--- config.mk ---
export PLATFORM = sky130hd
export DESIGN_NAME = pwm_speed_ctrl
export DESIGN_NICKNAME = d
export VERILOG_FILES = /design/src/rtl/pwm_ctrl_pkg.sv /design/src/rtl/pwm_speed_ctrl_arb.sv /design/src/rtl/pwm_speed_ctrl.sv
export SDC_FILE = /design/constraint.sdc
export NUM_CORES = 1
export LEC_CHECK = 0
export ABC_AREA = 1
export CORE_ASPECT_RATIO = 1.25
export CORE_MARGIN = 2
export CORE_UTILIZATION = 55
export DETAILED_ROUTE_END_ITERATION = 10
export PLACE_DENSITY_LB_ADDON = 0.08
export SYNTH_ARGS = -nofsm -noshare
export SYNTH_HDL_FRONTEND = slang
export SYNTH_SLANG_ARGS = --single-unit
--- constraint.sdc ---
create_clock -name clk -period 4.25 [get_ports clk]
set_clock_uncertainty 0.05 [all_clocks]
set_input_delay 0.85 -clock clk [delete_from_list [all_inputs] [get_ports clk]]
set_output_delay 0.85 -clock clk [all_outputs]
set_load 0.02 [all_outputs]
--- src/rtl/pwm_ctrl_pkg.sv ---
// Shared types and constants for the speed-command scheduler.
// Optional watchdog is enabled with PWM_SPEED_CTRL_WDOG_EN (see pwm_speed_ctrl).
package pwm_ctrl_pkg;

  typedef enum logic [1:0] {
    ST_DISABLED = 2'd0,
    ST_HOLD     = 2'd1,
    ST_RAMP     = 2'd2,
    ST_FAILSAFE = 2'd3
  } state_t;

  localparam int SPEED_W = 8;
  localparam logic [SPEED_W-1:0] NEUTRAL_SPEED = 8'd128;

  // All-ones pattern of width w, used as the "no requester accepted yet" index.
  function automatic int unsigned grant_none(input int unsigned w);
    return (32'd1 << w) - 32'd1;
  endfunction

endpackage

--- src/rtl/pwm_speed_ctrl_arb.sv ---
// Fixed-priority arbiter: lowest asserted valid index wins. Purely combinational.
module pwm_prio_arb #(
  parameter int NUM_REQ = 3,
  parameter int IDX_W   = $clog2(NUM_REQ) + 1
) (
  input  logic [NUM_REQ-1:0] valid,
  output logic [NUM_REQ-1:0] grant,
  output logic [IDX_W-1:0]   idx,
  output logic               any
);

  // Scan from the top down so the lowest index is the last (winning) assignment.
  always_comb begin
    grant = '0;
    idx   = '0;
    any   = 1'b0;
    for (int i = NUM_REQ - 1; i >= 0; i--) begin
      if (valid[i]) begin
        grant    = '0;
        grant[i] = 1'b1;
        idx      = IDX_W'(i);
        any      = 1'b1;
      end
    end
  end

endmodule

--- src/rtl/pwm_speed_ctrl.sv ---
// Speed-command scheduler: arbitrates requesters, slew-limits speed_out toward the target.
// Define PWM_SPEED_CTRL_WDOG_EN to add the command watchdog and FAILSAFE state.
module pwm_speed_ctrl
  import pwm_ctrl_pkg::*;
#(
  parameter int NUM_REQ     = 3,
  parameter int DATA_W      = 8,
  parameter int RAMP_STEP   = 4,
  parameter int RAMP_DIV    = 1000,
  parameter int WDOG_CYCLES = 2_000_000
) (
  input  logic                      clk,
  input  logic                      rst_n,
  input  logic                      enable,
  input  logic [NUM_REQ-1:0]        req_valid,
  input  logic [NUM_REQ*DATA_W-1:0] req_data,
  output logic [NUM_REQ-1:0]        req_ready,
  output logic [DATA_W-1:0]         speed_out,
  output logic                      at_target,
  output logic [$clog2(NUM_REQ):0]  grant_idx,
  output logic                      timeout
);

  localparam int IDX_W = $clog2(NUM_REQ) + 1;
  localparam int PRE_W = (RAMP_DIV > 1) ? $clog2(RAMP_DIV) : 1;
  localparam logic [IDX_W-1:0]  GRANT_NONE = IDX_W'(grant_none(IDX_W));
  localparam logic [DATA_W-1:0] NEUTRAL =
      (DATA_W == SPEED_W) ? DATA_W'(NEUTRAL_SPEED) : (DATA_W'(1) << (DATA_W - 1));
  localparam logic [PRE_W-1:0]  PRE_LAST = PRE_W'(RAMP_DIV - 1);
  localparam logic signed [DATA_W:0] STEP_S = (DATA_W + 1)'(RAMP_STEP);

  state_t              state;
  logic [DATA_W-1:0]   target;
  logic [PRE_W-1:0]    presc;
  logic [NUM_REQ-1:0]  arb_grant;
  logic [IDX_W-1:0]    arb_idx;
  logic                arb_any;
  logic                accept;
  logic [DATA_W-1:0]   acc_data;
  logic                ramping;
  logic                tick;
  logic signed [DATA_W:0] diff;
  logic [DATA_W-1:0]   step_val;
  logic [DATA_W-1:0]   speed_nxt;
  logic                wdog_fire;

  pwm_prio_arb #(
    .NUM_REQ (NUM_REQ),
    .IDX_W   (IDX_W)
  ) u_arb (
    .valid (req_valid),
    .grant (arb_grant),
    .idx   (arb_idx),
    .any   (arb_any)
  );

  assign req_ready = (enable && state != ST_DISABLED && arb_any) ? arb_grant : '0;
  assign accept    = |(req_valid & req_ready);

  always_comb begin
    acc_data = '0;
    for (int i = 0; i < NUM_REQ; i++) begin
      if (req_ready[i]) acc_data = acc_data | req_data[i*DATA_W +: DATA_W];
    end
  end

  assign ramping = (state == ST_RAMP) || (state == ST_FAILSAFE);
  assign tick    = ramping && (presc == PRE_LAST);

  // Diff is one bit wider than the data so the step can never wrap past the target.
  always_comb begin
    diff = $signed({1'b0, target}) - $signed({1'b0, speed_out});
    if (diff > STEP_S)       step_val = speed_out + DATA_W'(RAMP_STEP);
    else if (diff < -STEP_S) step_val = speed_out - DATA_W'(RAMP_STEP);
    else                     step_val = target;
  end

  assign speed_nxt = tick ? step_val : speed_out;

`ifdef PWM_SPEED_CTRL_WDOG_EN
  localparam int WDOG_W = (WDOG_CYCLES > 1) ? $clog2(WDOG_CYCLES) : 1;
  logic [WDOG_W-1:0] wdog;

  assign wdog_fire = ((state == ST_HOLD) || (state == ST_RAMP)) &&
                     (wdog == WDOG_W'(WDOG_CYCLES - 1));

  always_ff @(posedge clk or negedge rst_n) begin
    if (!rst_n) begin
      wdog    <= '0;
      timeout <= 1'b0;
    end else if (!enable || accept) begin
      wdog    <= '0;
      timeout <= 1'b0;
    end else if (wdog_fire) begin
      wdog    <= '0;
      timeout <= 1'b1;
    end else if ((state == ST_HOLD) || (state == ST_RAMP)) begin
      wdog    <= wdog + 1'b1;
    end else begin
      wdog    <= '0;
    end
  end
`else
  logic unused_wdog;
  assign unused_wdog = (WDOG_CYCLES > 0);
  assign wdog_fire   = 1'b0;
  assign timeout     = 1'b0;
`endif

  always_ff @(posedge clk or negedge rst_n) begin
    if (!rst_n) begin
      state     <= ST_DISABLED;
      speed_out <= NEUTRAL;
      target    <= NEUTRAL;
      at_target <= 1'b1;
      grant_idx <= GRANT_NONE;
      presc     <= '0;
    end else if (!enable) begin
      state     <= ST_DISABLED;
      speed_out <= NEUTRAL;
      target    <= NEUTRAL;
      at_target <= 1'b1;
      presc     <= '0;
    end else if (state == ST_DISABLED) begin
      state <= ST_HOLD;
    end else begin
      presc     <= (ramping && !tick) ? presc + 1'b1 : '0;
      speed_out <= speed_nxt;
      // A tick in the accept cycle still steps toward the old target.
      if (accept) begin
        target    <= acc_data;
        grant_idx <= arb_idx;
        at_target <= (speed_nxt == acc_data);
        state     <= (speed_nxt == acc_data) ? ST_HOLD : ST_RAMP;
      end else if (wdog_fire) begin
        target    <= NEUTRAL;
        at_target <= (speed_nxt == NEUTRAL);
        state     <= ST_FAILSAFE;
      end else begin
        at_target <= (speed_nxt == target);
        if (state == ST_RAMP && speed_nxt == target) state <= ST_HOLD;
      end
    end
  end

endmodule

# --- Word level (Yosys, flattened, before mapping) ---
# Cells that the tools add are included.
op_classes:
  n_addsub: 4
  n_lt_le_gt_ge: 2
  eq_ne: 8
  n_mux: 32
  n_bitwise: 4
  n_reduce_logical: 12
op_table:
  columns: ["op", "count"]
  rows:
  - ["2-to-1 mux 8 bit", 11]
  - ["2-to-1 mux 10 bit", 3]
  - ["equality test 8 bit", 2]
  - ["2-to-1 mux 2 bit", 8]
  - ["OR 8 bit", 2]
  - ["2-to-1 mux 3 bit", 4]
  - ["adder 10 x 1 -> 10 bit, second input constant", 1]
  - ["equality test 10 bit, second input constant", 1]
  - ["greater-than comparator 9 x 4 -> 1 bit, second input constant", 1]
  - ["less-than comparator 9 x 3 -> 1 bit, second input constant", 1]
  - ["subtractor 8 x 8 -> 9 bit", 1]
  - ["adder 8 x 3 -> 8 bit, second input constant", 1]
  - ["subtractor 8 x 3 -> 8 bit, second input constant", 1]
  - ["2-to-1 mux 1 bit", 6]
  - ["logical AND 1 bit", 5]
  - ["equality test 2 bit, second input constant", 2]
  - ["inequality test 4 x 1 -> 1 bit, second input constant", 1]
  - ["bitwise AND 3 bit", 1]
  - ["AND reduction 3 bit", 1]
  - ["OR reduction 3 bit", 1]
  - ["logical NOT 2 bit", 1]
  - ["inequality test 2 x 1 -> 1 bit, second input constant", 1]
  - ["inequality test 2 bit, second input constant", 1]
  - ["AND reduction 2 bit", 1]
  - ["other kinds (4)", 4]
totals:
  ff_bits: 32
  word_cells: 68

# --- Logic depth before layout (Yosys ltp) ---
# Gate-level depths: netlist (run 1).
depth:
  ltp_word: 15
  depth_mapped: 26
  ltp_nobuf: 26

# --- By module ---
# A second synthesis (run 1) with hierarchy kept.
unflattened:
  hier_cells: 435
  hier_area_um2: 2870.3
by_module_without_submodules:
  columns: ["mod", "instances", "cells_per_inst", "area_per_inst_um2"]
  rows:
  - ["pwm_speed_ctrl", 1, 424, 2808.9]
  - ["pwm_prio_arb", 1, 11, 61.3]

# --- Least setup slack after synthesis (run 1) ---
# Ideal clock, no wire load.
synth_timing:
  kind: "register to register"
  startpoint: "register speed_out[5]"
  endpoint: "register state[1]"
  t_arrival_ns: 2.710
  t_required_ns: 4.082
  slack_ns: 1.371
  path_stages_with_launch: 22
  path_buffers: 1
  synth_period_minus_slack_ns: 2.879
  cell_sequence: "dfrtp_1 -> clkbuf_1 -> inv_1 -> ha_1 -> a21oi_1 -> nand2_1 -> nand2_2 -> nand2_2 -> a21oi_2 -> nand2_4 -> nand2_4 -> nand2_2 -> nand3_2 -> nand2_2 -> nand2_1 -> nand2_1 -> nor2_1 -> nand2_1 -> nor2_1 -> nand2_1 -> nand3_1 -> nand2_1"
synth_between:
  elab_chain_len: 10
synth_rtl:
  columns: ["item", "line_no", "source"]
  rows:
  - ["from (decl)", "pwm_speed_ctrl.sv:18", "output logic [DATA_W-1:0] speed_out,"]
  - ["from (signal assigned)", "pwm_speed_ctrl.sv:128", "speed_out <= speed_nxt;"]
  - ["subtractor 8 x 8 -> 9 bit", "pwm_speed_ctrl.sv:72", "diff = $signed({1'b0, target}) - $signed({1'b0, speed_out});"]
  - ["less-than comparator 9 x 3 -> 1 bit", "pwm_speed_ctrl.sv:74", "else if (diff < -STEP_S) step_val = speed_out - DATA_W'(RAMP_STEP);"]
  - ["2-to-1 mux 8 bit", "pwm_speed_ctrl.sv:74", null]
  - ["2-to-1 mux 8 bit", "pwm_speed_ctrl.sv:73", "if (diff > STEP_S) step_val = speed_out + DATA_W'(RAMP_STEP);"]
  - ["2-to-1 mux 8 bit (*)", "pwm_speed_ctrl.sv:78", "assign speed_nxt = tick ? step_val : speed_out;"]
  - ["equality test 8 bit", "pwm_speed_ctrl.sv:134", "state <= (speed_nxt == acc_data) ? ST_HOLD : ST_RAMP;"]
  - ["2-to-1 mux 2 bit", "pwm_speed_ctrl.sv:134", null]
  - ["2-to-1 mux 2 bit", "pwm_speed_ctrl.sv:130", "if (accept) begin"]
  - ["2-to-1 mux 2 bit", "pwm_speed_ctrl.sv:124", "end else if (state == ST_DISABLED) begin"]
  - ["2-to-1 mux 2 bit", "pwm_speed_ctrl.sv:118", "end else if (!enable) begin"]
  - ["to (signal assigned)", "pwm_speed_ctrl.sv:134", null]
  - ["to (decl)", "pwm_speed_ctrl.sv:32", "state_t state;"]
# Mark *: on every way between the ends. The rest lies on a longest branch, timed or not.
# A chain may end at the register's enable or synchronous reset.

# --- Worst setup path in the final report (run 1) ---
layout_timing:
  startpoint: "input port enable"
  endpoint: "output port req_ready[1]"
layout_between:
  elab_chain_len: 3
layout_rtl:
  columns: ["item", "line_no", "source"]
  rows:
  - ["from (decl)", "pwm_speed_ctrl.sv:14", "input logic enable,"]
  - ["logical AND 1 bit (2 in a row)", "pwm_speed_ctrl.sv:57", "assign req_ready = (enable && state != ST_DISABLED && arb_any) ? arb_grant : '0;"]
  - ["2-to-1 mux 3 bit", "pwm_speed_ctrl.sv:57", null]
  - ["to (decl)", "pwm_speed_ctrl.sv:17", "output logic [NUM_REQ-1:0] req_ready,"]
# Every way passes these cells.

==> flow_summary.yaml, run 1 <==
timing:
  max_clock_freq_ghz: 0.272
  fin_setup_tns_ns: 0
  final_min_period_over_clock_period_pct: 86.5
  hold_ws_ns: 0.390
  timing_max_transition_violations_final: 0
  finalHoldViolations: 0
  final_number_of_setup_violating_endpoints: 0
  grt_setup_unrepaired: "false"
  final_period_minus_worst_setup_slack_ns: 3.68
detailed_routing:
  number_of_drc_markers_after_the_initial_detailed_route_iteration: 139
  vias_per_instance: 5.39
  drc: 0
  postRouteAntennaNets: 0
  wl_per_cell_microns: 14.1
  route.final.wire_length_mm: 7.59
  dr.pass1.iters: 4
  vias: 2912
yosys:
  syn_area_per_cell_sq_um: 6.72
  synth_edf_count: 0
  synth_compound_area_share_pct: 11.9
  yosys_register_bits: 32
  yosysUniqueCellTypes: 41
  simple_gate_area_share_of_the_yosys_netlist_pct: 41.1
  ys_async_sr_fraction_pct: 100
  most_area_hungry_cell_type_in_the_yosys_netlist: "sky130_fd_sc_hd__dfrtp_1"
  synth.mux.area_fraction_pct: 0
  netlist_top_cells_area: "sky130_fd_sc_hd__dfrtp_1, sky130_fd_sc_hd__nand2_1, sky130_fd_sc_hd__nand3_1"
  synthesis.area_sq_um: 2880
  syn-instance-count: 429
  syn-num-nets: 471
  synthAdderAreaFrac_pct: 5.47
  synth_seq_area_share_pct: 28.1
  synth_ff_type: "sky130_fd_sc_hd__dfrtp_1"
  yosysWarnings: 0
  yosysTopAreaCellShare_pct: 22.6
  yosys.area_share.xor_xnor_pct: 3.34
  synth_top_family_by_area: "simple AND/OR/NAND/NOR gates"
placed_design:
  detailed_place.area_sq_um: 3390
  post-dp-hpwl_mm: 6.09
  io_buffer_count: 44
  place_congestion: 0.918
grt:
  first_global_vias: 2793
  first_pass_grt_wire_length_mm: 12.3
  grt_max_degree: 33
  grt.overflow.total: 0
  grt_antenna_before_repair: 0
  grt_util_all_layers_pct: 27.6
finish:
  layout_commonest_cell: "sky130_fd_sc_hd__nand2_1"
  syn_to_final_growth_pct: 20.9
  design.final.nets: 519
  layout.filler_cells: 464
  diodes: 0
  highest_count_cells_in_the_layout_ignoring_fill_and_taps: "sky130_fd_sc_hd__nand2_1, sky130_fd_sc_hd__inv_1, sky130_fd_sc_hd__nand3_1, sky130_fd_sc_hd__clkdlybuf4s50_1, sky130_fd_sc_hd__nor2_1"
  drive_gt1_share_pct: 12.3
  design_area_sq_um: 3480
worst_setup_path:
  worstPathCellList: "clkdlybuf4s50_1 > inv_2 > nor2_4 > nand3_1 > clkinv_1 > clkdlybuf4s50_1"
  delay_of_the_slowest_critical_path_stage_ns: 0.63
  cp_data_required_time_ns: 3.35
  critical_path.endpoint_type: "primary output"
  most_frequent_cell_on_the_critical_path: "sky130_fd_sc_hd__clkdlybuf4s50_1"
  criticalPathCategory: "primary input to primary output"
  start_kind: "primary input"
  timing.critical_path.arrival_ns: 2.78
  critPathSlowestCell: "sky130_fd_sc_hd__clkdlybuf4s50_1"
  critical_path_peak_fanout: 10
outcome:
  status: "finished, final reports clean"
power:
  powerDensity_nw_per_um2: 284
  vdd_drop_max_mv: 0.280
  p_leak_nw: 1.68
cts:
  cts-root-to-sink-buffers: 2
  tritoncts_sink_count: 32
  clockRootBuffer: "sky130_fd_sc_hd__clkbuf_8"
  cts.htree.levels: 2
  cts_tree: "yes"
  count_of_hold_buffers_inserted_by_post_cts_repair: 0
  post_cts_resize_count: 0
  insertion_delay_ns: 0.29
  cts_buffers: 5
  clock_slew_at_reported_path_ffs_ns: 0.06
  cts_setup_buffers: 0
floorplan:
  area_of_the_die_sq_um: 5840
  initial_standard_cell_utilization_of_the_core_pct: 56.7
  num_io_pins: 46
  fp.dieW_microns: 68.7
  num_rows: 29
  die_height_microns: 84.9
  design.core.area_sq_um: 5080
hold_path:
  timing.hold.worst.class: "register to register"
run:
  timing.max_cap.violations: 0
where the power goes:
group | internal [W] | switching (W) | total, W
clock | 0.000116 | 0.000125 | 0.000240
combinational | 0.000150 | 0.000256 | 0.000406
sequential | 0.000328 | 0.0000162 | 0.000344
total | 0.000594 | 0.000397 | 0.000991
through the flow:
step / instances / total power [W] / util, % / setup slack [ns]
final: 540 / 0.000991 / 68.6 / 0.573
after global routing: 540 / 0.00106 / 68.6 / 0.438
after CTS: 540 / 0.000993 / 68.6 / 0.574
after detailed placement: 532 / 0.000753 / 66.7 / 0.569
after global placement: 532 / 0.000742 / 66.7 / 0.636
after floorplan: 429 / 0.000640 / - / 1.37
final timing paths:
path,from,end,slack (ns),cells after the start
min in group asynchronous,rst_n,presc[0],0.91,2
worst min register to register,grant_idx[2],grant_idx[2],0.39,2
worst max-delay path,enable,req_ready[1],0.57,6
worst min-delay path,grant_idx[2],grant_idx[2],0.39,2
worst max register to register,target[0],state[1],1.01,24
max in group asynchronous,rst_n,target[7],2.91,2
cell families (layout without fill, tap and decap cells):
family	count (synthesis)	in the layout
compound gates	54	54
xor+xnor	11	11
fa+ha+maj	12	12
buf+inv	75	124
flops	32	32
other cells	1	1
simple gates	244	244
area by class of cell:
| class | instances | area (sq um) | share of cell area [%] |
|---|---|---|---|
| Multi-Input combinational cell | 322 | 1780 | 51.2 |
| Timing Repair Buffer | 46 | 455 | 13.1 |
| Sequential cell | 32 | 808 | 23.2 |
| Inverter | 70 | 265 | 7.61 |
| Tap cell | 62 | 77.6 | 2.23 |
| Clock inverter | 3 | 23.8 | 0.682 |
| Clock buffer | 5 | 68.8 | 1.98 |
worst max-delay path: cells and delay by family:
family	cells	cell delay [ns]
buffers and inverters	4	1.52
AND/OR/NAND/NOR	2	0.40
cells in the mapped netlist (all sizes together) (2+ instances only):
library cell,instances
ha,11
nand2,121
dfstp,6
xor2,10
o21ai,19
nand3,59
buf,2
nand3b,4
clkbuf,3
nand4,2
clkinv,2
dfrtp,26
o22ai,4
nor3,10
inv,68
a21oi,16
a32o,7
o32ai,4
nor4,3
nor2,43
flip-flops by register name, summed over array words and instances, names as in the netlist:
| signal | cells |
|---|---|
| target | 8 |
| speed_out | 8 |
| presc | 10 |
| grant_idx | 3 |
| at_target | 1 |
| state | 2 |
layer usage:
metal  GRT usage, %  up-vias  wire, microns
li1               -     1498              -
met1           31.6     1332           3050
met2           49.3       67           4110
met3           4.11       15            238
met4           11.9        0            187
met5              0        -              0
Note: power is estimated with default switching activity, not from simulation.
==> run 2, diff against run 1 <==
==> constraint.sdc (replaced) <==
create_clock -name clk -period 4.25 [get_ports clk]
set_clock_uncertainty 0.05 [all_clocks]
set_input_delay 0.425 -clock clk [delete_from_list [all_inputs] [get_ports clk]]
set_output_delay 0.425 -clock clk [all_outputs]
set_load 0.02 [all_outputs]
==> run 2 against run 1 <==
Clock-buffer cell count grew 3. Design area shrank 0.29%. Critical path type is now register to register. Via count grew 1.1%. Total power shrank 0.42%. Combinational power shrank 1%. Non-clock buffer count shrank 1. Die area is the same.
==> flow_summary.yaml, run 2 (synthesized netlist as in run 1, its figures left out) <==
worst_setup_path:
  criticalPathCategory: "register to register"
  delay_of_the_slowest_critical_path_stage_ns: 0.42
  reg2reg_slack_ns: 1.04
  most_frequent_cell_on_the_critical_path: "sky130_fd_sc_hd__nand2_1"
  timing.critical_path.arrival_ns: 3.33
  cp_data_required_time_ns: 4.37
  cell_class_contributing_the_biggest_share_of_worst_path_delay: "simple AND/OR/NAND/NOR gates"
  r2r.worst_path.cells: 24
  cp.depth: 24
  r2r_end: "state[1]"
  critPathSlowestCell: "sky130_fd_sc_hd__fa_1"
  r2r_startpoint: "target[0]"
  start_kind: "register"
  critical_path.n_buffers_inverters: 2
  worstPathCellList: "inv_1 > ha_1 > inv_1 > fa_1 > nand2_1 > nand2_1 > nand3_2 > nand2_1 > nand2_2 > nand2_2 > a21oi_2 > nand2_4 > nand2_4 > nand2_2 > nand3_2 > nand2_2 > nand2_1 > nand2_1 > nor2_1 > nand2_1 > nor2_1 > nand2_1 > nand3_1 > nand2_1"
  critical_path.endpoint_type: "register"
  critical_path_peak_fanout: 6
finish:
  layout_commonest_cell: "sky130_fd_sc_hd__nand2_1"
  largest_register_ffs: 10
  finalNonFillerCells: 539
  layout.filler_cells: 467
  design.final.nets: 518
  regMostFlops: "presc"
  biggestRegsByFlops: "presc (10), speed_out (8), target (8)"
  highest_count_cells_in_the_layout_ignoring_fill_and_taps: "sky130_fd_sc_hd__nand2_1, sky130_fd_sc_hd__inv_1, sky130_fd_sc_hd__nand3_1, sky130_fd_sc_hd__clkdlybuf4s50_1, sky130_fd_sc_hd__nor2_1"
  syn_to_final_growth_pct: 20.5
  drive_gt1_share_pct: 11.7
  diodes: 0
grt:
  grt_util_all_layers_pct: 27.4
  grt_antenna_before_repair: 0
  first_pass_grt_wire_length_mm: 12.1
  first_global_vias: 2804
  grt.overflow.total: 0
  grt_max_degree: 33
timing:
  grt_setup_unrepaired: "false"
  timing_worst_slew_pin_value_ns: 0.551
  final_min_period_over_clock_period_pct: 75.5
  final_period_minus_worst_setup_slack_ns: 3.21
  timing.max_slew.rel_slack_pct: 63.0
  final_number_of_setup_violating_endpoints: 0
  max_clock_freq_ghz: 0.312
  fin_setup_tns_ns: 0
  finalHoldViolations: 0
  timing_max_transition_violations_final: 0
floorplan:
  num_rows: 29
  fp.dieW_microns: 68.7
  design.core.area_sq_um: 5080
  area_of_the_die_sq_um: 5840
  initial_standard_cell_utilization_of_the_core_pct: 56.7
  die_height_microns: 84.9
  num_io_pins: 46
outcome:
  status: "finished, final reports clean"
hold_path:
  whs_path_depth: 2
  timing.hold.worst.class: "register to register"
  hold_path_startpoint: "grant_idx[2]"
  holdPathEnd: "grant_idx[2]"
cts:
  cts_tree: "yes"
  tritoncts_sink_count: 32
  cts_buffers: 5
  cts-root-to-sink-buffers: 2
  clockRootBuffer: "sky130_fd_sc_hd__clkbuf_8"
  clock_slew_at_reported_path_ffs_ns: 0.06
  count_of_hold_buffers_inserted_by_post_cts_repair: 0
  post_cts_resize_count: 0
  insertion_delay_ns: 0.29
  cts.htree.levels: 2
  cts_setup_buffers: 0
placed_design:
  place_congestion: 0.918
  placed_cells_incl_taps: 531
  io_buffer_count: 44
  post-dp-hpwl_mm: 6.19
detailed_routing:
  vias_per_instance: 5.46
  dr.pass1.iters: 4
  postRouteAntennaNets: 0
  drc: 0
  route.final.wire_length_mm: 7.65
  number_of_drc_markers_after_the_initial_detailed_route_iteration: 120
  wl_per_cell_microns: 14.2
  vias: 2943
power:
  powerDensity_nw_per_um2: 284
  comb_power_share_pct: 40.7
  power_switching_w: 0.000376
  power.share.sequential_pct: 35.0
  p_leak_nw: 1.68
  vdd_drop_max_mv: 0.296
  switching_share_pct: 38.2
  p_clk_share_pct: 24.3
  cell_internal_pwr_w: 0.000610
run:
  timing.max_cap.violations: 0
[run 2: changes by cell type in the layout (fill, tap and decap cells not counted), sizes merged]
cell      previous run  this run
clkinvlp             2         0
clkinv               3         2
buf                  2         1
clkbuf               5         8
[run 2: power by group through the flow]
| stage | registers (W) | logic [W] | clock network, W |
|---|---|---|---|
| 6_report | 0.000345 | 0.000402 | 0.000240 |
| 5_1_grt | 0.000346 | 0.000449 | 0.000255 |
| 4_1_cts | 0.000345 | 0.000402 | 0.000241 |
| 3_5_place_dp | 0.000350 | 0.000401 | 0 |
| 3_3_place_gp | 0.000350 | 0.000391 | 0 |
| 2_1_floorplan | 0.000352 | 0.000288 | 0 |
[run 2: worst max-delay path by stage]
stage	start	end	slack, ns
after floorplan	speed_out[5]	state[1]	1.37
after global routing	speed_out[5]	state[1]	0.78
after CTS	target[0]	state[1]	1.09
after detailed placement	enable	req_ready[2]	1.13
after global placement	enable	req_ready[2]	1.18
final	target[0]	state[1]	1.04
[run 2: final cells by class]
type / count / area [sq um] / share of cell area, %
clock buffer: 8 / 90.1 / 2.59
inverter: 70 / 265 / 7.64
multi-input combinational: 322 / 1780 / 51.4
sequential: 32 / 808 / 23.3
tap: 62 / 77.6 / 2.23
timing repair buffer: 45 / 448 / 12.9
[run 2: worst min-delay path, cell delays in order, from the launching register on]
cell and delay [ns]:
sky130_fd_sc_hd__dfstp_2 0.37, sky130_fd_sc_hd__inv_1 0.04, sky130_fd_sc_hd__nor2_1 0.04
[run 2: metal layers]
| layer | global-route usage (%) | vias up | part of all wire, % |
|---|---|---|---|
| met4 | 9.98 | 0 | 2.9 |
| met1 | 29.6 | 1367 | 39 |
| met2 | 51.8 | 65 | 55 |
| met3 | 3.58 | 18 | 3.1 |
| li1 | - | 1493 | - |
| met5 | 0 | - | 0 |
[run 2: through the flow]
stage	instance area, sq um	power, W	utilization, %	hold slack [ns]	worst slack, ns
global placement	3380	0.000741	66.6	0.381	1.18
detailed placement	3380	0.000751	66.6	0.385	1.13
floorplan	2880	0.000640	-	0.0794	1.37
global route	3470	0.00105	68.4	0.418	0.780
CTS	3470	0.000988	68.4	0.395	1.09
finish	3470	0.000987	68.4	0.394	1.04
